File: src/rtl/frame_rx_pkg.sv
// -----------------------------------------------------------------------------
// frame_rx_pkg
// Shared definitions for the serial frame receiver: the receive FSM state
// encoding and the internal error codes used to select which error pulse
// (if any) a frame produces.
// -----------------------------------------------------------------------------
package frame_rx_pkg;

  // Receive FSM states. IDLE waits for the strobe, DATA shifts payload bits,
  // PAR samples the parity bit, GAP waits for the strobe to drop.
  typedef enum logic [1:0] {
    ST_IDLE = 2'd0,
    ST_DATA = 2'd1,
    ST_PAR  = 2'd2,
    ST_GAP  = 2'd3
  } state_e;

  // Per-frame outcome. Exactly one code is produced per frame, which keeps
  // the three error pulses mutually exclusive by construction.
  localparam logic [1:0] ERR_NONE = 2'd0;
  localparam logic [1:0] ERR_PAR  = 2'd1;
  localparam logic [1:0] ERR_FRM  = 2'd2;
  localparam logic [1:0] ERR_OVR  = 2'd3;

endpackage

File: src/rtl/frame_rx_fifo.sv
// -----------------------------------------------------------------------------
// frame_rx_fifo
// Synchronous FIFO holding received words. Pointers wrap modulo DEPTH
// (DEPTH must be a power of two, >= 2). The head word is presented
// combinationally and reads as zero while the FIFO is empty.
//
// Ports:
//   clk, rst_n      clock, asynchronous active-low reset
//   i_push, i_data  write request / word (ignored when full)
//   i_pop           read request (ignored when empty)
//   o_data          head-of-FIFO word (0 when empty)
//   o_full/o_empty  occupancy flags
// -----------------------------------------------------------------------------
module frame_rx_fifo #(
  parameter int DATA_W = 8,
  parameter int DEPTH  = 2
) (
  input  logic              clk,
  input  logic              rst_n,
  input  logic              i_push,
  input  logic [DATA_W-1:0] i_data,
  input  logic              i_pop,
  output logic [DATA_W-1:0] o_data,
  output logic              o_full,
  output logic              o_empty
);

  localparam int AW = $clog2(DEPTH);

  logic [DATA_W-1:0] r_mem [DEPTH];
  logic [AW-1:0]     r_wr_ptr;
  logic [AW-1:0]     r_rd_ptr;
  logic [AW:0]       r_count;

  logic w_do_push;
  logic w_do_pop;

  assign o_full    = (r_count == (AW+1)'(DEPTH));
  assign o_empty   = (r_count == '0);
  assign w_do_push = i_push && !o_full;
  assign w_do_pop  = i_pop && !o_empty;
  assign o_data    = o_empty ? '0 : r_mem[r_rd_ptr];

  always_ff @(posedge clk or negedge rst_n) begin
    if (!rst_n) begin
      for (int i = 0; i < DEPTH; i++) begin
        r_mem[i] <= '0;
      end
      r_wr_ptr <= '0;
      r_rd_ptr <= '0;
      r_count  <= '0;
    end else begin
      if (w_do_push) begin
        r_mem[r_wr_ptr] <= i_data;
        r_wr_ptr        <= r_wr_ptr + AW'(1);
      end
      if (w_do_pop) begin
        r_rd_ptr <= r_rd_ptr + AW'(1);
      end
      // Simultaneous push and pop leaves the count unchanged.
      case ({w_do_push, w_do_pop})
        2'b10:   r_count <= r_count + (AW+1)'(1);
        2'b01:   r_count <= r_count - (AW+1)'(1);
        default: r_count <= r_count;
      endcase
    end
  end

endmodule

File: src/rtl/frame_rx.sv
// -----------------------------------------------------------------------------
// frame_rx
// Serial frame receiver. While in2 is high, in1 carries DATA_W payload bits
// (LSB first) followed by one even-parity bit. Good frames are pushed into a
// small FIFO; bad, truncated or overflowing frames are dropped with a
// one-cycle error pulse.
//
// Handshake: a word is transferred on a rising edge where out_valid and
// out_ready are both high. out_data holds steady while out_valid is high and
// out_ready is low; out_ready has no effect while out_valid is low.
//
// Ports:
//   clk, rst_n   clock, asynchronous active-low reset
//   in1          serial data line
//   in2          frame strobe (high for DATA_W+1 cycles per frame)
//   out_data     head-of-buffer word
//   out_valid    out_data is valid
//   out_ready    consumer accepts the head word
//   par_err      pulse: parity failure, frame dropped
//   frm_err      pulse: strobe dropped mid-frame, frame dropped
//   ovr_err      pulse: good frame dropped because buffer full
//   dbg_state    current receive FSM state (frame_rx_pkg::state_e encoding)
// -----------------------------------------------------------------------------
module frame_rx
  import frame_rx_pkg::*;
#(
  parameter int DATA_W     = 8,
  parameter int FIFO_DEPTH = 2
) (
  input  logic              clk,
  input  logic              rst_n,
  input  logic              in1,
  input  logic              in2,
  output logic [DATA_W-1:0] out_data,
  output logic              out_valid,
  input  logic              out_ready,
  output logic              par_err,
  output logic              frm_err,
  output logic              ovr_err,
  output logic [1:0]        dbg_state
);

  localparam int CNT_W = $clog2(DATA_W) + 1;

  state_e            r_state;
  state_e            w_state_next;
  logic [CNT_W-1:0]  r_cnt;
  logic [CNT_W-1:0]  w_cnt_next;
  logic [DATA_W-1:0] r_shift;
  logic [DATA_W-1:0] w_shift_next;
  logic [1:0]        w_err;
  logic              w_push;
  logic              w_pop;
  logic              w_full;
  logic              w_empty;

  // ---------------------------------------------------------------------------
  // State register
  // ---------------------------------------------------------------------------
  always_ff @(posedge clk or negedge rst_n) begin
    if (!rst_n) begin
      r_state <= ST_IDLE;
      r_cnt   <= '0;
      r_shift <= '0;
      par_err <= 1'b0;
      frm_err <= 1'b0;
      ovr_err <= 1'b0;
    end else begin
      r_state <= w_state_next;
      r_cnt   <= w_cnt_next;
      r_shift <= w_shift_next;
      par_err <= (w_err == ERR_PAR);
      frm_err <= (w_err == ERR_FRM);
      ovr_err <= (w_err == ERR_OVR);
    end
  end

  // ---------------------------------------------------------------------------
  // Next-state / datapath control
  // ---------------------------------------------------------------------------
  always_comb begin
    w_state_next = r_state;
    w_cnt_next   = r_cnt;
    w_shift_next = r_shift;
    w_err        = ERR_NONE;
    w_push       = 1'b0;

    case (r_state)
      ST_IDLE: begin
        if (in2) begin
          // Bits enter at the MSB and move right, so after DATA_W shifts
          // the first (LSB) bit sits at position 0.
          w_shift_next             = '0;
          w_shift_next[DATA_W-1]   = in1;
          w_cnt_next               = CNT_W'(1);
          w_state_next             = (DATA_W == 1) ? ST_PAR : ST_DATA;
        end
      end

      ST_DATA: begin
        if (in2) begin
          w_shift_next = {in1, r_shift[DATA_W-1:1]};
          w_cnt_next   = r_cnt + CNT_W'(1);
          if (r_cnt + CNT_W'(1) == CNT_W'(DATA_W)) begin
            w_state_next = ST_PAR;
          end
        end else begin
          w_err        = ERR_FRM;
          w_cnt_next   = '0;
          w_state_next = ST_IDLE;
        end
      end

      ST_PAR: begin
        if (in2) begin
          // Even parity: payload XOR must equal the parity bit.
          // Fullness alone decides overflow; a pop this cycle does not help.
          if ((^r_shift) != in1) begin
            w_err = ERR_PAR;
          end else if (w_full) begin
            w_err = ERR_OVR;
          end else begin
            w_push = 1'b1;
          end
          w_cnt_next   = '0;
          w_state_next = ST_GAP;
        end else begin
          w_err        = ERR_FRM;
          w_cnt_next   = '0;
          w_state_next = ST_IDLE;
        end
      end

      ST_GAP: begin
        // An overlong strobe is tolerated silently; a low cycle is needed
        // before the next frame can start.
        if (!in2) begin
          w_state_next = ST_IDLE;
        end
      end

      default: begin
        w_state_next = ST_IDLE;
      end
    endcase
  end

  // ---------------------------------------------------------------------------
  // Output buffer
  // ---------------------------------------------------------------------------
  assign out_valid = !w_empty;
  assign w_pop     = out_valid && out_ready;
  assign dbg_state = r_state;

  frame_rx_fifo #(
    .DATA_W (DATA_W),
    .DEPTH  (FIFO_DEPTH)
  ) u_fifo (
    .clk     (clk),
    .rst_n   (rst_n),
    .i_push  (w_push),
    .i_data  (r_shift),
    .i_pop   (w_pop),
    .o_data  (out_data),
    .o_full  (w_full),
    .o_empty (w_empty)
  );

endmodule

File: config.mk
export PLATFORM = sky130hd
export DESIGN_NAME = frame_rx
export DESIGN_NICKNAME = d
export VERILOG_FILES = /design/src/rtl/frame_rx_pkg.sv /design/src/rtl/frame_rx_fifo.sv /design/src/rtl/frame_rx.sv
export SDC_FILE = /design/constraint.sdc
export NUM_CORES = 1
export LEC_CHECK = 0
export CORE_MARGIN = 3
export CORE_UTILIZATION = 50
export DETAILED_ROUTE_END_ITERATION = 7
export PLACE_DENSITY = 0.73
export SLEW_MARGIN = 10
export SYNTH_ARGS = -nofsm -noshare
export SYNTH_HDL_FRONTEND = slang
export SYNTH_HIERARCHICAL = 1
export SYNTH_SLANG_ARGS = --single-unit
File: constraint.sdc
create_clock -name clk -period 2.2 [get_ports clk]
set_input_delay 0.33 -clock clk [delete_from_list [all_inputs] [get_ports clk]]
set_output_delay 0.33 -clock clk [all_outputs]
set_load 0.1 [all_outputs]
---- Yosys cells after proc, flatten, opt, wreduce, memory -nomap -nowiden ----
Index checks and enable logic that the tools add are counted.
W data, S select, Z words.
operators by class
  $lt $le $gt $ge ......................... 3
  reduce and logical (&&, ||, !) cells .... 15
  div/mod/pow operators ................... 0
  shifts and indexed selects .............. 0
  bitwise operators ....................... 2
  equality and inequality tests ........... 15
  $mul .................................... 0
  add/sub/neg operators ................... 5
  multiplexer cells ....................... 29
operator list
  kind                   count
  $mux W8                7
  $mux W2                9
  $bwmux W16             1
  $pmux W8 S2            1
  $eq A2 B2 Y1 const B   6
  $pmux W4 S3            1
  $demux W8 S1           1
  $mux W4                2
  $pmux W2 S2            2
  $pmux W2 S4            1
  $reduce_xor A8 Y1      1
  $eq A2 B1 Y1 const B   3
  $ne A2 B2 Y1 const B   3
  $reduce_and A3 Y1      2
  $add A4 B1 Y4 const B  1
  $eq A4 B4 Y1 const B   1
  $ge A2 B2 Y1 const B   2
  $logic_and A1 B1 Y1    4
  $logic_not A2 Y1       2
  $mux W1                4
  $not A1 Y2             2
  $reduce_bool A2 Y1     2
  $ne A3 B3 Y1 const B   1
  $reduce_bool A3 Y1     1
  other kinds (7)        9
storage, ports and cells
  bits of input ports ..................... 5
  bits in latches ......................... 0
  bits in read-only memories .............. 0
  word-level logic and storage cells ...... 80
  output and inout port bits .............. 14
  register bits after elaboration ......... 37
  memory bits (writable) .................. 0
  memories kept ........................... 0

---- Longest topological paths before layout ----
Gate-level depths: netlist (run 1).
  depth after elaboration ................. 8
  mapped depth ............................ 9
  depth with buffers taken out ............ 9

---- By module ----
The synthesis (run 1) kept the hierarchy.
by module, submodules not included
  module         cells an instance  sequential area each (sq um)  instances  area an instance (sq um)
  frame_rx       92                 425.4                         1          919.6
  frame_rx_fifo  68                 500.5                         1          912.1

---- Least setup slack after synthesis (run 1) ----
OpenSTA, ideal clock, no wires.
  path kind ............................... register -> register
  start point ............................. register r_state[1], in the netlist dbg_state[1]
  end point ............................... register u_fifo/r_mem[10] in the netlist's numbering
  period minus slack after synthesis ...... 2.478 ns
  setup time .............................. 0.125 ns
  arrival time ............................ 2.353 ns
  required time ........................... 2.075 ns
  path buffers ............................ 0
  cell stages (with the launch flop) ...... 6
  path slack .............................. -0.278 ns
  cells stage by stage .................... dfrtp_1 -> ha_1 -> nand2_1 -> nor3_1 -> nor3b_4 -> mux2_2
between the ends
  word-level cells in the longest chain between the ends .. 3
ends and longest elaborated chain
  item                             line                 source
  from (decl)                      frame_rx.sv:45       state_e r_state;
  from (signal assigned)           frame_rx.sv:69       r_state <= w_state_next;
  $eq A2 B2 Y1                     frame_rx.sv:88       case (r_state)
  $mux W1                          frame_rx.sv:88
  via w_push                       frame_rx.sv:52       logic w_push;
  $logic_and A1 B1 Y1              frame_rx_fifo.sv:40  assign w_do_push = i_push && !o_full;
  to (signal, indexed assignment)  frame_rx_fifo.sv:54  r_mem[r_wr_ptr] <= i_data;
  to (decl)                        frame_rx_fifo.sv:30  logic [DATA_W-1:0] r_mem [DEPTH];
The timed path passes the listed nets, and every way through them passes these cells.
A chain may end at the register's enable or synchronous reset.

---- Worst setup path after layout (run 1) ----
  start point ............................. input in1
  end point ............................... register u_fifo/r_mem[12] in the netlist's numbering
between the ends
  word-level cells in the longest chain between the ends .. 5
ends and longest elaborated chain
  item                 line                 source
  from (decl)          frame_rx.sv:32       input logic in1,
  $ne A1 B1 Y1         frame_rx.sv:118      if ((^r_shift) != in1) begin
  $mux W1              frame_rx.sv:118
  $mux W1              frame_rx.sv:115      if (in2) begin
  $mux W1              frame_rx.sv:88
  via w_push           frame_rx.sv:52
  $logic_and A1 B1 Y1  frame_rx_fifo.sv:40
The timed path passes the listed nets, and every way through them passes these cells.

==> impl_metrics.json, run 1 <==
{
  "outcome": "complete, but fails checks",
  "violations": "setup timing",
  "slew_viol_final": 0,
  "ys_top_cells_by_area": "dfrtp_1, mux2_2, mux2i_1, ha_1, nand2_1",
  "timing.hold.ws_ps": 470,
  "clock_latency_ps": 280,
  "setup_viol": 8,
  "cts_tree": "done",
  "cts.clk_slew.worst_paths_ps": 70,
  "avgRoutedWirePerCell_um": 15.0,
  "maxCapViolations": 0,
  "chipHeight_um": 66.5,
  "grt_max_degree": 38,
  "crit_chain": "clkdlybuf4s50_1, xnor2_2, xnor3_1, xnor2_2, nor3_4, nor3b_4, buf_12, mux2_2",
  "drt_iter0_drc": 66,
  "io_buffers": 18,
  "dp_cells": 233,
  "rsz0062_at_grt": "true",
  "ys.flop_type": "dfrtp_1",
  "critPathCaptureType": "flip-flop",
  "synth_cells": 160,
  "synth_top_area_cell": "dfrtp_1",
  "hold_class": "in -> async",
  "dp_hpwl_um": 2450,
  "syn-cell-area_mm2": 0.00183,
  "via_per_inst": 5.12,
  "synth.most_common_cell": "dfrtp_1",
  "drive_above_1_share": 0.373,
  "avgSynthCellArea_um2": 11.4,
  "worstPathMaxFanout": 8,
  "grt_usage": 0.181,
  "cp-start-kind": "input port",
  "cts_made_buffers": 5,
  "io_pins": 19,
  "h-tree-depth": 2,
  "place_congestion": 0.762,
  "slowest_stage": "clkdlybuf4s50_1",
  "fmax_mhz": 440,
  "leakage_nw": 1.12,
  "worstMarginPinSlew_ps": 534,
  "post-route-period-util": 1.03,
  "max_stage_delay_ps": 520,
  "maxSlewHeadroom": 0.644,
  "period_needed_ps": 2270,
  "start_util": 0.532,
  "r2r_cells": 7,
  "total_power_mw": 2.89,
  "dr.pass1.iters": 5,
  "post_cts_buffers": 0,
  "final_hold_viol_count": 0,
  "wirelength_um": 3580,
  "grt_pass1_wl_um": 5960,
  "antenna_cells": 0,
  "vdd_drop_max_mv": 0.978,
  "cp.arrival_ps": 2440,
  "path_class": "in -> reg",
  "synth_nets": 172,
  "final_cells": 239,
  "vias": 1223,
  "yosys-top-cells-count": "dfrtp_1, nand2_1, mux2_2",
  "nets": 205,
  "core_area_mm2": 0.00344,
  "async_flop_share": 1.00,
  "ys_warn_count": 6,
  "drtAntennaViolNets": 0,
  "grt_pass1_vias": 1263,
  "synth-seq-cells": 37,
  "synth_enable_flop_cells": 0,
  "area_growth_pct": 32.1,
  "die_w_um": 66.5,
  "finalWorstSetupSlack_ps": -74.3,
  "antenna_found_initial": 0,
  "synth_top_area_frac": 0.505,
  "rows": 21,
  "die_area_mm2": 0.00443,
  "rrSetupSlack_ps": -70,
  "cts_root_buf": "clkbuf_8",
  "power_density_mw_per_mm2": 1190,
  "overflow": 0,
  "synth.distinct_cells": 32,
  "ys_seq_area_frac": 0.505,
  "clk_path_buf_depth": 2,
  "crit_required_ps": 2360,
  "drc": 0,
  "crit_path_frequent_cell": "xnor2_2",
  "fin_skew_ps": 7.04,
  "cts_sinks": 37
}
[layout by cell type (no fill, tap or decap), drive strengths merged, types with 4 or more instances in the layout]
cell / n
ha: 7
buf: 27
mux2: 17
dfrtp: 37
clkbuf: 7
nand2: 20
inv: 4
o21ai: 8
mux2i: 10
nor2b: 4
xor2: 4
xnor2: 9
nor2: 15
clkdlybuf4s50: 4
[logic make-up (layout without fill, tap and decap cells)]
logic type / after synthesis / count (layout) / share of synthesized area
AOI/OAI and AO/OA: 16 / 16 / 0.0560
adders and majority gates: 7 / 7 / 0.0478
muxes: 27 / 27 / 0.159
xor gates and xnor gates: 14 / 14 / 0.0786
and+or+nand+nor: 50 / 50 / 0.133
buffers and inverters: 9 / 42 / 0.0205
DFF: 37 / 37 / 0.505
[through the flow]
step	instance area [µm²]	util	worst slack (ps)	setup TNS, ps
after floorplan	1850	-	0.332	0
after global placement	2280	0.662	-335	-5610
after detailed placement	2280	0.662	-380	-6240
after CTS	2380	0.690	-39.2	-226
after global routing	2420	0.703	-190	-2270
final	2420	0.703	-74.3	-506
[flip-flops by register name, indices dropped and copies added, names as in the netlist]
register,count
dbg_state,2
frm_err,1
ovr_err,1
par_err,1
r_cnt,4
r_shift,8
u_fifo/r_count,2
u_fifo/r_mem,16
u_fifo/r_rd_ptr,1
u_fifo/r_wr_ptr,1
[power by group]
| group | internal (mW) | switching (mW) | total, mW |
|---|---|---|---|
| combinational | 0.576 | 0.854 | 1.43 |
| clock | 0.248 | 0.221 | 0.469 |
| sequential | 0.818 | 0.170 | 0.988 |
[critical path, delay by kind of cell]
family | cells | cell delay (ps)
buffers and inverters | 2 | 670
AND/OR/NAND/NOR | 2 | 420
XOR/XNOR | 3 | 680
multiplexers | 1 | 330
[final timing paths]
| path | from | end |
|---|---|---|
| max | in1 | u_fifo/r_mem[12] |
| min | rst_n | u_fifo/r_mem[5] |
| max reg2reg | r_shift[1] | u_fifo/r_mem[12] |
| min reg2reg | u_fifo/r_mem[10] | u_fifo/r_mem[10] |
| max in group asynchronous | rst_n | dbg_state[0] |
| min in group clk | u_fifo/r_mem[10] | u_fifo/r_mem[10] |
[repair_timing]
action                     4_1_cts  5_1_grt
resized for setup                2       13
pin swaps                        1        2
hold buffers                     0        0
setup endpoints to repair       18       18
[area by class of cell]
class	instances	area (µm²)
inverters	4	15.0
multi-input cells	114	965
fillers	236	1020
clock buffers	7	86.3
flip-flops and latches	37	928
repair buffers	31	368
well taps	46	57.6
[per-layer routing]
layer  share of wire  GRT usage
met2            0.48      0.275
met4          0.0084     0.0457
met5               0          0
met3           0.033     0.0590
met1            0.48      0.250
(Power assumes the default switching activity.)
==> run 2: changes to the inputs <==
==> constraint.sdc (replaced) <==
create_clock -name clk -period 2.2 [get_ports clk]
set_input_delay 0.22 -clock clk [delete_from_list [all_inputs] [get_ports clk]]
set_output_delay 0.22 -clock clk [all_outputs]
set_load 0.1 [all_outputs]
==> run 2 against run 1 <==
Compared with the run above:
- largest power group unchanged
- cell area is 2.4% lower
- first-iteration DRC count rose by 9.1%
- die area is the same
- critical endpoint is now u_fifo/r_mem[15]
- wire length is 5.0% lower
- critical path depth down 1
- the run now ends clean
- sequential cell count unchanged
==> impl_metrics.json, run 2 (synthesized netlist as in run 1, its figures left out) <==
{
  "maxSlewHeadroom": 0.669,
  "setup_viol": 0,
  "max_stage_delay_ps": 410,
  "comb_power_share": 0.469,
  "worstPathMaxFanout": 8,
  "dr.pass1.iters": 4,
  "period_needed_ps": 2190,
  "slowest_stage": "xnor3_1",
  "drtAntennaViolNets": 0,
  "cts_tree": "done",
  "cts_hold_buf": 0,
  "wirelength_um": 3400,
  "dp_hpwl_um": 2490,
  "grt_pass1_wl_um": 6000,
  "fmax_mhz": 457,
  "io_buffers": 18,
  "final_hold_viol_count": 0,
  "largest_register_ffs": 16,
  "antenna_found_initial": 0,
  "leakage_nw": 1.13,
  "start_util": 0.532,
  "setup_tns_ps": 0,
  "antenna_cells": 0,
  "switching_share": 0.420,
  "rsz0062_at_grt": "true",
  "die_w_um": 66.5,
  "cts_sinks": 37,
  "io_pins": 19,
  "seqPwrFrac": 0.351,
  "grt_pass1_vias": 1292,
  "grt_max_degree": 38,
  "drt_iter0_drc": 72,
  "fin_skew_ps": 5.16,
  "regMostFlops": "u_fifo/r_mem",
  "post-route-period-util": 0.995,
  "drc": 0,
  "overflow": 0,
  "nets": 207,
  "final_common_cell": "dfrtp_1",
  "cts.clk_slew.worst_paths_ps": 70,
  "cp-start-kind": "flip-flop",
  "path_class": "reg -> reg",
  "chipHeight_um": 66.5,
  "crit_chain": "xnor2_1, xnor3_1, xnor2_1, nor3_2, nor3b_4, buf_12, mux2_2",
  "cts_made_buffers": 5,
  "maxCapViolations": 0,
  "rows": 21,
  "critPathCaptureType": "flip-flop",
  "cp.arrival_ps": 2360,
  "crit_path_frequent_cell": "xnor2_1",
  "final_cell_mix": "dfrtp_1, nand2_1, buf_4",
  "vias": 1240,
  "hold_class": "in -> async",
  "grt_usage": 0.183,
  "die_area_mm2": 0.00443,
  "avgRoutedWirePerCell_um": 14.1,
  "drive_above_1_share": 0.327,
  "via_per_inst": 5.12,
  "largestRegisters": "u_fifo/r_mem (16), r_shift (8), r_cnt (4)",
  "worstMarginPinSlew_ps": 496,
  "place_congestion": 0.775,
  "crit_required_ps": 2370,
  "clk_path_buf_depth": 2,
  "h-tree-depth": 2,
  "outcome": "completed",
  "power_density_mw_per_mm2": 1190,
  "vdd_drop_max_mv": 0.632,
  "area_growth_pct": 28.9,
  "p_int_mw": 1.63,
  "core_area_mm2": 0.00344,
  "slew_viol_final": 0,
  "cts_root_buf": "clkbuf_8",
  "final_cells": 242,
  "dp_cells": 233,
  "power.switching_mw": 1.18,
  "clkPwrFrac": 0.181,
  "clock_latency_ps": 290
}
## run 2: repair_timing
action                                  4_1_cts  5_1_grt
setup buffers                                 0        1
hold endpoints to repair                      0        0
endpoints found under the setup margin       17       17
gates resized for setup                       1        1
pin swaps                                     3        1
gates cloned                                  0        0
## run 2: power by group through the flow
stage               Combinational (mW)  Clock, mW  Sequential, mW
floorplan                        0.784          0            1.10
global placement                  1.26          0           0.983
detailed placement                1.29          0           0.995
CTS                               1.32      0.521           0.985
global route                      1.43      0.549            1.01
finish                            1.32      0.508           0.986
## run 2: final timing paths
kind                                 start               end  slack (ps)  cells after the start
setup / recovery                r_shift[5]  u_fifo/r_mem[15]          10                      7
hold / removal                       rst_n          r_cnt[3]         360                      2
setup reg to reg                r_shift[5]  u_fifo/r_mem[15]          10                      7
hold reg to reg            u_fifo/r_mem[4]   u_fifo/r_mem[4]         510                      1
max in group asynchronous            rst_n      dbg_state[0]        1490                      2
min in group clk           u_fifo/r_mem[4]   u_fifo/r_mem[4]         510                      1
## run 2: metrics by stage
step	setup slack, ps	hold WS (ps)	total power [mW]	utilization	cell area [µm²]
global route	-96.4	393	2.98	0.686	2360
CTS	-20.0	377	2.82	0.683	2350
finish	9.99	363	2.81	0.686	2360
floorplan	0.332	-75.6	1.89	-	1830
global placement	-246	489	2.24	0.652	2240
detailed placement	-335	498	2.29	0.652	2240
## run 2: cell type report
class	instances	area [µm²]
multi-input combinational	114	876
inverter	4	15.0
tap	46	57.6
clock inverter	1	5.00
sequential	37	928
clock buffer	7	96.3
timing repair buffer	33	383
fill	255	1080
## run 2: metal layers
metal	GRT usage	share of wire	up-vias
li1	-	-	613
met1	0.252	0.46	582
met2	0.275	0.47	37
met3	0.0438	0.046	8
met4	0.0787	0.016	0
met5	0	0	-
## run 2: critical path: cells and delay by family, from the launching register on
family | cells | cell delay, ps
buf+inv | 1 | 150
mux | 1 | 330
xor+xnor | 3 | 740
flops | 1 | 400
simple gates | 2 | 450
==> run 3: changes to the inputs <==
--- a/config.mk
+++ b/config.mk
@@ -8,6 +8,7 @@
 export CORE_MARGIN = 3
 export CORE_UTILIZATION = 50
 export DETAILED_ROUTE_END_ITERATION = 7
+export GPL_ROUTABILITY_DRIVEN = 0
 export PLACE_DENSITY = 0.73
 export SLEW_MARGIN = 10
 export SYNTH_ARGS = -nofsm -noshare
==> results of run 3 <==
No change in the layout: final DEF, timing and power equal those of run 2.
